$ cat src/rtl/fetch_stage_pkg.sv
// Shared definitions for the RV32 instruction fetch stage: widths, NOP encoding,
// default reset PC and the fetch state encoding.
package fetch_stage_pkg;

    localparam int XLEN = 32;

    // ADDI x0, x0, 0
    localparam logic [XLEN-1:0] NOP_INSTR        = 32'h0000_0013;
    localparam logic [XLEN-1:0] DEFAULT_RESET_PC = 32'h0000_0000;

    typedef enum logic [1:0] {
        ST_IDLE = 2'd0,
        ST_RUN  = 2'd1,
        ST_HOLD = 2'd2
    } fetch_state_e;

endpackage

$ cat src/rtl/fetch_hold_buffer.sv
// Stall hold buffer for the fetch stage: captures the memory word when a stall
// begins and selects between held and live instruction data.
module fetch_hold_buffer
    import fetch_stage_pkg::*;
(
    input  logic            clk,
    input  logic            rst,
    input  logic            redirect_valid,
    input  logic            stall,
    input  logic [XLEN-1:0] imem_rdata,
    output logic [XLEN-1:0] instr_sel
);

    fetch_state_e    state;
    logic [XLEN-1:0] hold_instr;

    always_ff @(posedge clk) begin
        if (rst) begin
            state      <= ST_IDLE;
            hold_instr <= NOP_INSTR;
        end else if (redirect_valid) begin
            state      <= ST_RUN;
            hold_instr <= NOP_INSTR;
        end else if (stall) begin
            // Memory is not re-read while stalled, so its output may drift; latch it once.
            if (state == ST_RUN) begin
                state      <= ST_HOLD;
                hold_instr <= imem_rdata;
            end
        end else begin
            state <= ST_RUN;
        end
    end

    assign instr_sel = (state == ST_HOLD) ? hold_instr : imem_rdata;

endmodule

$ cat src/rtl/fetch_stage.sv
// Instruction fetch stage: PC, synchronous imem interface, stall hold, redirect bubble.
// Optional FETCH_PERF_EN adds perf_fetched / perf_bubbles counters.
module fetch_stage
    import fetch_stage_pkg::*;
#(
    parameter logic [XLEN-1:0] RESET_PC = DEFAULT_RESET_PC
) (
    input  logic            clk,
    input  logic            rst,
    input  logic            stall,
    input  logic            redirect_valid,
    input  logic [XLEN-1:0] redirect_pc,
    output logic            imem_en,
    output logic [XLEN-1:0] imem_addr,
    input  logic [XLEN-1:0] imem_rdata,
    output logic [XLEN-1:0] instruction,
    output logic [XLEN-1:0] pc,
    output logic            valid
`ifdef FETCH_PERF_EN
    ,
    output logic [31:0]     perf_fetched,
    output logic [31:0]     perf_bubbles
`endif
);

    logic [XLEN-1:0] fetch_pc;
    logic [XLEN-1:0] req_pc;
    logic            req_valid;
    logic [XLEN-1:0] redirect_target;
    logic [XLEN-1:0] instr_sel;
    logic            unused_redirect_lsbs;

    assign redirect_target      = {redirect_pc[XLEN-1:2], 2'b00};
    assign unused_redirect_lsbs = ^redirect_pc[1:0];

    // Request stage: address select toward synchronous memory
    assign imem_en   = !rst && (redirect_valid || !stall);
    assign imem_addr = redirect_valid ? redirect_target : fetch_pc;

    always_ff @(posedge clk) begin
        if (rst) begin
            fetch_pc  <= RESET_PC;
            req_pc    <= RESET_PC;
            req_valid <= 1'b0;
        end else if (redirect_valid) begin
            req_pc    <= redirect_target;
            req_valid <= 1'b1;
            fetch_pc  <= redirect_target + XLEN'(4);
        end else if (!stall) begin
            req_pc    <= fetch_pc;
            req_valid <= 1'b1;
            fetch_pc  <= fetch_pc + XLEN'(4);
        end
    end

    fetch_hold_buffer u_hold (
        .clk           (clk),
        .rst           (rst),
        .redirect_valid(redirect_valid),
        .stall         (stall),
        .imem_rdata    (imem_rdata),
        .instr_sel     (instr_sel)
    );

    // Response stage: data returned for req_pc; a redirect squashes it
    assign pc          = req_pc;
    assign valid       = req_valid && !redirect_valid;
    assign instruction = valid ? instr_sel : NOP_INSTR;

`ifdef FETCH_PERF_EN
    always_ff @(posedge clk) begin
        if (rst) begin
            perf_fetched <= '0;
            perf_bubbles <= '0;
        end else begin
            if (valid && !stall)
                perf_fetched <= perf_fetched + 32'd1;
            if (!valid || stall)
                perf_bubbles <= perf_bubbles + 32'd1;
        end
    end
`endif

endmodule

$ cat config.mk
export PLATFORM = sky130hd
export DESIGN_NAME = fetch_stage
export DESIGN_NICKNAME = d
export VERILOG_FILES = /design/src/rtl/fetch_stage_pkg.sv /design/src/rtl/fetch_hold_buffer.sv /design/src/rtl/fetch_stage.sv
export SDC_FILE = /design/constraint.sdc
export NUM_CORES = 1
export LEC_CHECK = 0
export ABC_CLOCK_PERIOD_IN_PS = 3750
export CORE_MARGIN = 4
export CORE_UTILIZATION = 40
export CTS_BUF_LIST = sky130_fd_sc_hd__clkbuf_4 sky130_fd_sc_hd__clkbuf_8
export CTS_CLUSTER_DIAMETER = 60
export DETAILED_ROUTE_END_ITERATION = 16
export GPL_ROUTABILITY_DRIVEN = 0
export PLACE_DENSITY = 0.72
export SETUP_SLACK_MARGIN = 0.5
export SLEW_MARGIN = 0
export SYNTH_ARGS = -nofsm -noshare
export SYNTH_HDL_FRONTEND = slang
export SYNTH_SLANG_ARGS = --single-unit
export TNS_END_PERCENT = 100
$ cat constraint.sdc
create_clock -name clk -period 3.75 [get_ports clk]
set_clock_uncertainty 0.2 [all_clocks]
set_input_delay 0.75 -clock clk [delete_from_list [all_inputs] [get_ports clk]]
set_output_delay 0.75 -clock clk [all_outputs]
set_load 0.01 [all_outputs]
==> run metrics <==
asr flop ratio synth=0; commonest cells in the netlist=183 x nand2_1, 95 x dfxtp_1, 63 x a21oi_1, 33 x o21ai_0, 32 x nand3_1; switch share=0.282; Fill cells=1,127; share of cells above drive strength 1=0.0783; Slew Limit Fails=0; period utilization=0.848; antenna violations before repair=0; CP delay by family, top=buffers and inverters; area share of the largest cell type after synthesis=0.388; IO buf count=159; fin crit period=3.18 ns; Die Span Y=between 100 and 150 µm; global-route wire length before repair=24,000 µm; largest net degree at the start of global routing=41; I/O pin cnt=~170; WP buf/inv=4; die area=14,100 µm²; Total GRT Usage=0.204; Worst Hold Class=reg2reg; yosys warns=0; DRC Markers=0; type of element launching the critical path=input port; Final nets=856; clock group share of total power=0.313; # clock sinks=95; setup_tns=0 ns; final setup fails=0; Mean Syn Cell Area=7.66 µm²; Leak=2.73 nW; clock root buffer master=clkbuf_8; Psw=0.683 mW; Comb power frac=0.227; sequential power share=0.461; final hold vios=0; Synth area leader=dfxtp_1; worst slew pin tran=0.644 ns; via-per-instance ratio=5.36; fin util=0.574; DRT iter0 DRCs=269; RSZ-0062 raised after global routing=false; predominant post-synthesis flop cell=dfxtp_1; ranking of synthesized cells by area=dfxtp_1 39%, nand2_1 14%, a21oi_1 6.4%, mux2i_1 5.1%, o21ai_0 3.4%; clk_lat worst skew=0.37 ns; Worst VDD drop=about 240 µV; Cell Area, Synth=between 4000 and 5000 µm²; routed len/inst=15.5 µm; Routed Antenna Nets=0; die width=119 µm; sequential fraction of the synthesis area=0.388; Yosys reg bits=95; Multi-input gate area=between 2000 and 3000 µm²; Netlist cell types=54; fmax=314 MHz; Slowest cell on crit path=clkdlybuf4s50_1; WP data required=~2.8 ns; Inserted Diodes=0; cells along the critical path=buf_4 -> buf_12 -> mux2i_1 -> inv_1 -> clkdlybuf4s50_1; Worst Slack Setup Final=roughly 0.57 ns; post-route cell area=6900 µm²; Rel. slew slack=0.569; area delta synth->final=40.7%; Synth Instances=640; number of flops mapped to enable cells by yosys=0; crit end category=output port; dpl ws=0.383 ns; crit path DAT=2.23 ns; Starting Density=0.408; Pint=between 1.5 and 2 mW; Rows=40; via count=5,031; pwr/cell area=351 nW/µm²; total area of sequential cells=1900 µm²; postcts setup bufs=0; most common cell in the synthesized netlist=nand2_1; number of max-cap violations=0; CTS buffer count=9; CORE AREA=around 12,000 µm²; H-Tree Depth=3; Largest stage delay, worst path=0.50 ns; Final HPWL DP=10,700 µm; clk slew on worst S/H paths=0.09 ns; Post-Route WL=14,500 µm; CTS tree=done; vias in the first global route=4,946; outcome=finished clean; DP Area=6660 µm²; hold_buf cts=0; GRT overflow=0; crit path kind=in2out; clk buf depth=2; TritonRoute pass-1 iters=5; Worst Hold Margin=0.246 ns; Crit Path Max Fanout=32
==> per-stage QoR <==
stage | power (mW) | instances
3_5_place_dp | 1.68 | 923
3_3_place_gp | 1.67 | 923
2_1_floorplan | 1.40 | 643
6_report | 2.42 | 939
5_1_grt | 2.54 | 939
4_1_cts | 2.44 | 939
==> routing by layer <==
layer  up-vias  track usage  share of wire
met5         -            0              0
met4         0       0.0746          0.020
met3        22       0.0603          0.078
met2       175        0.336           0.46
met1      2345        0.253           0.44
li1       2489            -              -
==> worst reg2reg max path: stages, from the launching register on <==
cell	delay [ns]
dfxtp_1	0.38
mux2_4	0.19
ha_4	0.17
nand4b_1	0.18
a22oi_4	0.30
nand4_1	0.37
or3_1	0.46
nand3_1	0.08
==> what timing repair did <==
item                                    4_1_cts  5_1_grt
endpoints found under the setup margin       13        2
resized for setup                             2        2
endpoints found under the hold margin         0        0
==> placed cells by master (no fill, tap or decap), drive strengths merged, types with 3 or more instances in the layout <==
cell type,netlist,final
a21o,7,7
a21oi,63,63
a22o,9,9
a22oi,5,5
a32o,9,9
and3,3,3
buf,20,22
clkbuf,27,9
clkdlybuf4s50,0,158
clkinv,0,3
conb,1,4
dfxtp,95,95
inv,24,24
mux2,10,10
mux2i,25,25
nand2,183,183
nand2b,6,6
nand3,32,32
nand3b,7,7
nand4,14,14
nand4b,5,5
nor2,11,11
nor3,6,6
o21ai,34,34
or3,5,5
xnor2,10,10
==> power by group through the flow <==
stage | registers (mW) | logic [mW] | clock network [mW]
final | 1.11 | 0.548 | 0.756
after CTS | 1.11 | 0.551 | 0.779
after floorplan | 1.14 | 0.257 | 0
after global routing | 1.12 | 0.597 | 0.820
after global placement | 1.13 | 0.538 | 0
after detailed placement | 1.14 | 0.547 | 0
==> logic make-up after synthesis <==
logic type,count (synthesis),share of synthesized area
adders and majority gates,1,0.00255
other,1,0.000765
DFF,95,0.388
muxes,35,0.0740
AOI/OAI and AO/OA,140,0.178
buffers and inverters,71,0.0653
xor gates and xnor gates,12,0.0214
and+or+nand+nor,285,0.270
==> flip-flops by register name, summed over array words and instances, names as in the netlist <==
| name | flops |
|---|---|
| u_hold.hold_instr | 32 |
| fetch_pc | 30 |
| u_hold.state | 2 |
| req_valid | 1 |
| pc | 30 |
==> path summary, 6_finish.rpt <==
| path | to | cells past startpoint | slack, ns | startpoint |
|---|---|---|---|---|
| worst max-delay path | imem_addr[23] | 5 | 0.57 | redirect_valid |
| worst min-delay path | pc[30] | 2 | 0.25 | pc[30] |
| worst max register to register | fetch_pc[28] | 7 | 1.37 | fetch_pc[2] |
| worst min register to register | pc[30] | 2 | 0.25 | pc[30] |
==> area by class of cell <==
| class | count | share of cell area |
|---|---|---|
| tap | 147 | 0.0267 |
| clock inverter | 7 | 0.0141 |
| inverter | 24 | 0.0131 |
| clock buffer | 9 | 0.0180 |
| timing repair buffer | 180 | 0.257 |
| multi-input combinational | 477 | 0.395 |
| sequential | 95 | 0.276 |
Note: power is estimated with default switching activity, not from simulation.
